<file path="config.mk">
export PLATFORM = sky130hd
export DESIGN_NAME = uart_receiver
export DESIGN_NICKNAME = d
export VERILOG_FILES = /design/src/rtl/uart_pkg.sv /design/src/rtl/uart_baud_tick.sv /design/src/rtl/uart_receiver.sv
export SDC_FILE = /design/constraint.sdc
export NUM_CORES = 1
export LEC_CHECK = 0
export CAP_MARGIN = 10
export CORE_AREA = 4 4 114 73
export DETAILED_ROUTE_END_ITERATION = 12
export DIE_AREA = 0 0 118 77
export PLACE_DENSITY = 0.47
export SETUP_SLACK_MARGIN = 0.02
export SYNTH_ARGS = -nofsm -noshare
export SYNTH_HDL_FRONTEND = slang
export SYNTH_SLANG_ARGS = --single-unit
</file>
<file path="constraint.sdc">
create_clock -name clk -period 1.7 [get_ports clk]
set_clock_uncertainty 0.2 [all_clocks]
set_input_delay 0.17 -clock clk [delete_from_list [all_inputs] [get_ports clk]]
set_output_delay 0.17 -clock clk [all_outputs]
set_load 0.01 [all_outputs]
</file>
<file path="src/rtl/uart_pkg.sv">
// uart_pkg: definitions shared by the UART receive path and the transmitter.
//   uart_state_e : receiver frame states.
//   os_cycles()  : clocks per oversample tick, rounded to nearest, minimum 1.
//   mid_tick()   : oversample tick at which a bit is sampled.
//   parity_bit() : parity bit for a data byte (even: XOR of data, odd: inverted).
package uart_pkg;

  localparam int DATA_BITS = 8;

  typedef enum logic [2:0] {
    ST_IDLE,
    ST_START,
    ST_DATA,
    ST_PARITY,
    ST_STOP,
    ST_BREAK
  } uart_state_e;

  function automatic int os_cycles(input int clk_freq_hz, input int baudrate, input int oversample);
    longint div;
    longint q;
    div = longint'(baudrate) * longint'(oversample);
    q   = (longint'(clk_freq_hz) + div / 2) / div;
    return (q < 1) ? 1 : int'(q);
  endfunction

  function automatic int mid_tick(input int oversample);
    return oversample / 2;
  endfunction

  function automatic logic parity_bit(input logic [DATA_BITS-1:0] data, input logic even);
    return even ? ^data : ~^data;
  endfunction

endpackage

</file>
<file path="src/rtl/uart_baud_tick.sv">
// uart_baud_tick: free-running oversample tick generator shared by UART RX and TX.
//   Emits a 1-cycle pulse every os_cycles(CLK_FREQ_HZ, BAUDRATE, OVERSAMPLE) clocks.
// Ports:
//   clk  in  1  clock
//   rst  in  1  synchronous reset, active-low
//   tick out 1  oversample tick pulse
module uart_baud_tick
  import uart_pkg::*;
#(
  parameter int CLK_FREQ_HZ = 100_000_000,
  parameter int BAUDRATE    = 9600,
  parameter int OVERSAMPLE  = 16
) (
  input  logic clk,
  input  logic rst,
  output logic tick
);

  localparam int OS_CYCLES = os_cycles(CLK_FREQ_HZ, BAUDRATE, OVERSAMPLE);
  localparam int CW        = (OS_CYCLES > 1) ? $clog2(OS_CYCLES) : 1;

  logic [CW-1:0] cnt_q;

  // NOTE: clocked state uses non-blocking assignments so every flop samples
  // pre-edge values regardless of statement order.
  always_ff @(posedge clk) begin
    if (!rst) begin
      cnt_q <= '0;
      tick  <= 1'b0;
    end else if (cnt_q == CW'(OS_CYCLES - 1)) begin
      cnt_q <= '0;
      tick  <= 1'b1;
    end else begin
      cnt_q <= cnt_q + CW'(1);
      tick  <= 1'b0;
    end
  end

endmodule

</file>
<file path="src/rtl/uart_receiver.sv">
// uart_receiver: 8N1 / 8P1 UART receive stage, LSB first, oversampled.
//   Build option: define UART_RX_MAJORITY_EN to decide every bit by a 2-of-3
//   majority of samples at ticks MID-1, MID, MID+1; otherwise one sample at MID.
// Ports:
//   clk    in  1  clock
//   rst    in  1  synchronous reset, active-low
//   rx     in  1  asynchronous serial line, idle high
//   pen    in  1  parity enable, captured at start detection
//   peven  in  1  1 = even parity, 0 = odd, captured at start detection
//   dout   out 8  last received byte, held until next valid
//   valid  out 1  1-cycle strobe; dout/perr/ferr update in the same cycle
//   perr   out 1  parity mismatch of the frame at dout (0 when parity off)
//   ferr   out 1  stop bit sampled low for the frame at dout
//   busy   out 1  high from start detection until the FSM returns to idle
module uart_receiver
  import uart_pkg::*;
#(
  parameter int CLK_FREQ_HZ = 100_000_000,
  parameter int BAUDRATE    = 9600,
  parameter int OVERSAMPLE  = 16
) (
  input  logic       clk,
  input  logic       rst,
  input  logic       rx,
  input  logic       pen,
  input  logic       peven,
  output logic [7:0] dout,
  output logic       valid,
  output logic       perr,
  output logic       ferr,
  output logic       busy
);

  localparam int MID = mid_tick(OVERSAMPLE);
  localparam int CW  = $clog2(OVERSAMPLE);

  logic          tick;
  logic          sync_q;
  logic          rxs;
  logic [CW-1:0] cnt_q;
  uart_state_e   state_q, state_d;
  logic          start_det;
  logic          frame_end;
  logic          sample_stb;
  logic          sample_bit;
  logic [2:0]    bit_idx_q;
  logic [7:0]    data_q;
  logic          pen_q;
  logic          peven_q;
  logic          perr_n_q;
  logic          stop_q;
  logic          done_q;

  uart_baud_tick #(
    .CLK_FREQ_HZ(CLK_FREQ_HZ),
    .BAUDRATE   (BAUDRATE),
    .OVERSAMPLE (OVERSAMPLE)
  ) u_baud_tick (
    .clk (clk),
    .rst (rst),
    .tick(tick)
  );

  // Two-flop synchroniser, reset to the idle line level so reset never looks like a start.
  always_ff @(posedge clk) begin
    if (!rst) begin
      sync_q <= 1'b1;
      rxs    <= 1'b1;
    end else begin
      sync_q <= rx;
      rxs    <= sync_q;
    end
  end

  // Oversample position inside the current bit. It is zeroed at start detection
  // and then wraps every OVERSAMPLE ticks, so each bit is sampled one full bit
  // period after the previous one without re-aligning at the start bit.
  always_ff @(posedge clk) begin
    if (!rst) begin
      cnt_q <= '0;
    end else if (start_det) begin
      cnt_q <= '0;
    end else if (tick) begin
      cnt_q <= (cnt_q == CW'(OVERSAMPLE - 1)) ? '0 : cnt_q + CW'(1);
    end
  end

  // The sampling strobe is the tick that advances the position counter to the
  // decision tick; cnt_q holds the value before that tick.
`ifdef UART_RX_MAJORITY_EN
  logic maj_a_q;
  logic maj_b_q;

  always_ff @(posedge clk) begin
    if (!rst) begin
      maj_a_q <= 1'b1;
      maj_b_q <= 1'b1;
    end else if (tick && cnt_q == CW'(MID - 2)) begin
      maj_a_q <= rxs;
    end else if (tick && cnt_q == CW'(MID - 1)) begin
      maj_b_q <= rxs;
    end
  end

  assign sample_stb = tick && (cnt_q == CW'(MID));
  assign sample_bit = (maj_a_q & maj_b_q) | (maj_a_q & rxs) | (maj_b_q & rxs);
`else
  assign sample_stb = tick && (cnt_q == CW'(MID - 1));
  assign sample_bit = rxs;
`endif

  always_ff @(posedge clk) begin
    if (!rst) state_q <= ST_IDLE;
    else      state_q <= state_d;
  end

  // NOTE: every signal driven here gets a default first; a path that left one
  // unassigned would infer a latch.
  always_comb begin
    state_d   = state_q;
    start_det = 1'b0;
    frame_end = 1'b0;
    unique case (state_q)
      ST_IDLE: begin
        if (!rxs) begin
          state_d   = ST_START;
          start_det = 1'b1;
        end
      end
      ST_START: begin
        if (sample_stb) state_d = sample_bit ? ST_IDLE : ST_DATA;
      end
      ST_DATA: begin
        if (sample_stb && bit_idx_q == 3'd7) state_d = pen_q ? ST_PARITY : ST_STOP;
      end
      ST_PARITY: begin
        if (sample_stb) state_d = ST_STOP;
      end
      ST_STOP: begin
        if (sample_stb) begin
          frame_end = 1'b1;
          state_d   = sample_bit ? ST_IDLE : ST_BREAK;
        end
      end
      ST_BREAK: begin
        if (rxs) state_d = ST_IDLE;
      end
      default: state_d = ST_IDLE;
    endcase
  end

  // NOTE: the shift register needs no reset: dout only copies it after all
  // eight bits of a frame have been written, so fewer reset flops.
  always_ff @(posedge clk) begin
    if (state_q == ST_DATA && sample_stb) data_q[bit_idx_q] <= sample_bit;
  end

  always_ff @(posedge clk) begin
    if (!rst) begin
      dout      <= '0;
      valid     <= 1'b0;
      perr      <= 1'b0;
      ferr      <= 1'b0;
      pen_q     <= 1'b0;
      peven_q   <= 1'b0;
      perr_n_q  <= 1'b0;
      stop_q    <= 1'b1;
      done_q    <= 1'b0;
      bit_idx_q <= '0;
    end else begin
      valid  <= 1'b0;
      done_q <= frame_end;
      if (start_det) begin
        pen_q    <= pen;
        peven_q  <= peven;
        perr_n_q <= 1'b0;
      end
      if (state_q == ST_START && sample_stb) bit_idx_q <= '0;
      if (state_q == ST_DATA && sample_stb) bit_idx_q <= bit_idx_q + 3'd1;
      if (state_q == ST_PARITY && sample_stb) begin
        perr_n_q <= (sample_bit != parity_bit(data_q, peven_q));
      end
      if (frame_end) stop_q <= sample_bit;
      // Results are published one clock after the stop sample.
      if (done_q) begin
        dout  <= data_q;
        perr  <= perr_n_q;
        ferr  <= ~stop_q;
        valid <= 1'b1;
      end
    end
  end

  assign busy = (state_q != ST_IDLE);

endmodule
</file>
Word level (Yosys, flattened, before mapping)
Index checks and enable logic that the tools add are counted.

Bitwise logic cells: 2. Eq/ne operators: 16. Order comparisons: 2. Mux-type cells: 25. $add $sub $neg: 3. Reduce and logical (&&, ||, !) cells: 15.

Operators with widths (count): $mux W3 (10); $pmux W3 S6 (1); $ne A2 B2 Y1 const B (6); $add A10 B1 Y10 const B (1); $eq A10 B10 Y1 const B (1); $mux W1 (10); $eq A3 B3 Y1 const B (3); $bwmux W8 (1); $reduce_xnor A8 Y1 (1); $reduce_xor A8 Y1 (1); $eq A3 B2 Y1 const B (2); $logic_and A1 B1 Y1 (6); $reduce_and A6 Y1 (1); $add A4 B1 Y4 const B (1); $eq A4 B3 Y1 const B (1); $eq A4 B4 Y1 const B (1); $lt A3 B4 Y1 const B (1); $mux W4 (1); $reduce_bool A2 Y1 (2); $reduce_or A2 Y1 (2); $add A3 B1 Y3 const B (1); $demux W1 S3 (1); $eq A3 B1 Y1 const B (1); $ge A3 B1 Y1 const B (1); 5 further kinds (6).

Register bits: 47. Word-level logic and storage cells: 80. Input bits: 5. Output and inout bits: 12.

Depth between registers and ports, before layout
Depth after elaboration: 5. Gate-level depth with buffers: 6. Mapped depth without buffers: 6.

Hierarchy
Synthesis repeated with hierarchy kept, for this count alone.

Cell total of the unflattened synthesis: 224. Area, all modules: 2282.2 um2.

By module, submodules not included: uart_receiver (instances 1, area each 1766.7 um2, cells each 173, sequential area each 800.8 um2); uart_baud_tick (instances 1, area each 515.5 um2, cells each 51, sequential area each 220.2 um2).

Worst setup path after synthesis
Ideal clock, no wire load.

Path kind: register to register. Start: register cnt_q[0]. End: register data_q[1], enable pin. Buffers on the path: 0. Stages on the path, launching flop included: 6. Slack: -83 ps. Setup time: 312 ps. Data required time: 1188 ps. Data arrival time: 1270 ps. Clock period less this slack: 1783 ps. Cells stage by stage: dfxtp_1 -> ha_1 -> nand4b_2 -> nor2_2 -> nand3_1 -> nor3_1.

Cells in the longest elaborated chain, start to end: 3.

Ends and longest elaborated chain: start, declared (line uart_receiver.sv:40) `logic [CW-1:0] cnt_q;`; start signal, assigned (line uart_receiver.sv:84) `cnt_q <= (cnt_q == CW'(OVERSAMPLE - 1)) ? '0 : cnt_q + CW'(1);`; $eq A4 B3 Y1 (line uart_receiver.sv:108) `assign sample_stb = tick && (cnt_q == CW'(MID - 1));`; $logic_and A1 B1 Y1 (line uart_receiver.sv:108); $logic_and A1 B1 Y1 (line uart_receiver.sv:155) `if (state_q == ST_DATA && sample_stb) data_q[bit_idx_q] <= sample_bit;`; end signal, assigned by index (line uart_receiver.sv:155); end, declared (line uart_receiver.sv:47) `logic [7:0] data_q;`.

No other way between the ends. A chain may end at the register's enable or synchronous reset.

Worst setup path in the final report
Start: register cnt_q[0]. End: register data_q[0], enable pin.

The elaborated chain is that of the path after synthesis.

==> key figures <==
Routing
  – Drt drc: 0
  – DRT iter0 DRCs: 111
  – Vias: 1615
  – Via/cell ratio: 4.55
  – Pre-Repair DR Iteration Count: 4
  – Detail Route Antenna Nets: 0
  – Routed WL: 4.64 mm
  – Average routed wire per standard cell: 13.1 um

Run
  – Maxcap violations: 0

Critical path
  – CP arrival: 1.47 ns
  – Crit path to: data_q[0]$_DFFE_PP_
  – Critical Path Source: cnt_q[0]$_SDFFE_PP0P_
  – Capturing point of the worst reg2reg path: data_q[0]$_DFFE_PP_
  – Startpoint types: flop
  – Crit path cell chain: ha_4 > nand4b_4 > nor2_4 > nand3b_1 > nor3_2
  – Flop2flop setup slack: 0.02 ns
  – Worst Setup End Kind: flop
  – Critical path buffers and inverters: 0
  – Reg-to-reg startpoint: cnt_q[0]$_SDFFE_PP0P_
  – CP max stage cell: dfxtp_4
  – CP Depth: 5
  – CP delay by family, top: simple AND/OR/NAND/NOR gates
  – Kind of critical path: flop to flop
  – Crit Path Max Fanout: 4
  – R2R cell count: 5
  – CP peak stage delay: 0.37 ns
  – Crit path required time: 1.49 ns

Yosys
  – Sequential area share after synthesis: 0.481
  – Netlist cell types: 44
  – Syn. warnings: 0
  – Asr flop ratio synth: 0
  – Flops & latches, synth: 47
  – Mapped cell area: 2120 sq um
  – Post-synth EDFFs: 8
  – Syn Area/Cell: 9.56 sq um
  – Post-synthesis instance total: 222
  – Top_reg_cell synth: dfxtp_1
  – Synthesized net count: 232

Placed design
  – Post-Place Cells: 344
  – Gpl congestion: 0.812
  – Placement Setup Slack: -0.00925 ns
  – Port Buffer Count: 16
  – DP Wirelength: 3.46 mm

STA
  – Tcrit/Tclk final: 0.989
  – Final setup viols: 0
  – Worst Slack Setup Final: 0.0182 ns
  – RSZ-0062 raised after global routing: yes
  – Min cycle time layout: 1.68 ns
  – Headroom to the max-slew limit: 0.714
  – Final hold slack: 0.247 ns
  – Hold Violations, Final: 0
  – Tightest Pin Transition: 0.426 ns
  – Max-slew violations: 0
  – Fmax: 595 MHz

Clock network
  – Clock sink count: 47
  – TritonCTS clock tree: built
  – Clk root buf: clkbuf_16
  – Hold-fix buffers, CTS: 0
  – Clock latency on the worst-skew pair: 0.29 ns
  – H-tree Lvls: 2
  – Clk slew on worst S/H paths: 0.07 ns
  – Cts bufs inserted: 5
  – Max clock buf depth: 2

Power
  – PD cells: 858 nW/um^2
  – Leakage: 0.00105 uW
  – Peak VDD IR: 0.369 mV

Cells and area
  – Post-layout util: 0.392
  – Antenna diode count: 0
  – Layout cells sized above 1: 0.212
  – Filler cells: 729
  – Area growth from synthesis to layout: 31.9%
  – Final Instance Count excl. Fillers: 355
  – Final #Nets: 273

Run status
  – Status: completed

Die
  – I/O pins: 17
  – DIE AREA: 9090 sq um
  – Die Width: 118 um
  – Die height: 77 um
  – Num rows: 24
  – Initial core utilization: 0.297
  – Core ar.: 7150 sq um

GRT
  – Initial antenna violation count: 0
  – Vias in the first global route: 1523
  – Largest net degree at the start of global routing: 16
  – Grt ovf: 0
  – GRT Util Overall: 0.112
  – First-pass GRT wire length: 8.06 mm

Min path
  – Hold Path Class: flop to flop
[state kept, by name (all words and copies together), names as in the netlist]
signal	count
sync_q	1
u_baud_tick.tick	1
dout	8
pen_q	1
peven_q	1
valid	1
bit_idx_q	3
data_q	8
stop_q	1
state_q	3
perr_n_q	1
perr	1
cnt_q	4
rxs	1
ferr	1
u_baud_tick.cnt_q	10
done_q	1
[metal layers]
metal  global-route usage  routed length, um
met4               0.0421                 70
met1                0.180               2810
met3               0.0331                175
met5                    0                  0
met2                0.131               1590
[through the flow]
| stage | setup TNS (ns) | total power [uW] | instance area, sq um |
|---|---|---|---|
| after floorplan | 0 | 1250 | 2150 |
| after CTS | 0 | 2440 | 2760 |
| after global routing | -0.0651 | 2490 | 2800 |
| final | 0 | 2400 | 2800 |
| after detailed placement | -0.00925 | 1300 | 2570 |
| after global placement | 0 | 1310 | 2570 |
[Yosys cell counts (all sizes together) (3+ instances only)]
master,instances,share of area
nand3,7,0.016
xor2,4,0.016
nor2b,4,0.012
nor3,7,0.016
xnor2,12,0.053
mux2i,15,0.071
nand2,13,0.023
buf,6,0.018
ha,5,0.029
clkbuf,4,0.0071
edfxtp,8,0.11
nand4,3,0.0088
nor2,42,0.075
a21oi,11,0.026
dfxtp,39,0.37
o21ai,6,0.014
nand2b,5,0.015
inv,7,0.012
[worst min path at each step]
stage | startpoint | end | slack, ns | cells past startpoint
2_1_floorplan | rx | sync_q$_SDFF_PN1_ | 0.07 | 1
3_5_place_dp | sync_q$_SDFF_PN1_ | rxs$_SDFF_PN1_ | 0.22 | 1
4_1_cts | sync_q$_SDFF_PN1_ | rxs$_SDFF_PN1_ | 0.24 | 1
5_1_grt | sync_q$_SDFF_PN1_ | rxs$_SDFF_PN1_ | 0.26 | 1
3_3_place_gp | sync_q$_SDFF_PN1_ | rxs$_SDFF_PN1_ | 0.20 | 1
6_report | sync_q$_SDFF_PN1_ | rxs$_SDFF_PN1_ | 0.25 | 1
[worst register-to-register path, cell delays in order (launching register included)]
cell,delay [ns]
dfxtp_4,0.37
ha_4,0.15
nand4b_4,0.13
nor2_4,0.12
nand3b_1,0.17
nor3_2,0.24
[cell usage in the layout, fill, tap and decap left out, types with 3 or more instances in the layout]
| cell type | synthesis | final |
|---|---|---|
| inv_1 | 7 | 6 |
| buf_4 | 1 | 27 |
| nand4_1 | 3 | 3 |
| mux2i_1 | 15 | 15 |
| nor2_1 | 41 | 39 |
| dfxtp_1 | 39 | 33 |
| edfxtp_1 | 8 | 8 |
| clkbuf_16 | 0 | 5 |
| nand3_1 | 7 | 7 |
| nand2_1 | 13 | 13 |
| xnor2_1 | 11 | 11 |
| nor2b_1 | 4 | 4 |
| dfxtp_2 | 0 | 4 |
| o21ai_0 | 6 | 6 |
| clkdlybuf4s50_1 | 0 | 15 |
| nor3_1 | 7 | 5 |
| xor2_1 | 4 | 4 |
| a21oi_1 | 11 | 10 |
| nand2b_1 | 5 | 5 |
[cell families after synthesis]
| group | after synthesis | synth area share |
|---|---|---|
| compound gates | 29 | 0.0884 |
| xor+xnor | 17 | 0.0801 |
| fa+ha+maj | 5 | 0.0295 |
| buf+inv | 17 | 0.0377 |
| flops | 47 | 0.481 |
| mux | 15 | 0.0707 |
| simple gates | 92 | 0.213 |
[what timing repair did]
action,4_1_cts,5_1_grt
setup endpoints to repair,3,13
setup buffers,0,3
hold endpoints to repair,0,0
gates resized for setup,10,7
pin swaps,0,7
[cell type report]
cell class / count / area [sq um] / area share
timing repair buffer: 44 / 382 / 0.136
sequential: 47 / 1030 / 0.369
multi-input combinational: 158 / 1080 / 0.385
clock buffer: 5 / 125 / 0.0447
inverter: 7 / 26.3 / 0.00938
tap: 91 / 114 / 0.0406
clock inverter: 3 / 42.5 / 0.0152
[power by group]
group | switching, uW | leakage, uW | internal [uW]
clock network | 432 | 0.0000818 | 694
logic | 61.5 | 0.000583 | 58.6
registers | 16.1 | 0.000389 | 1140
total | 510 | 0.00105 | 1890
No activity file was read; power rests on OpenSTA's default activity.
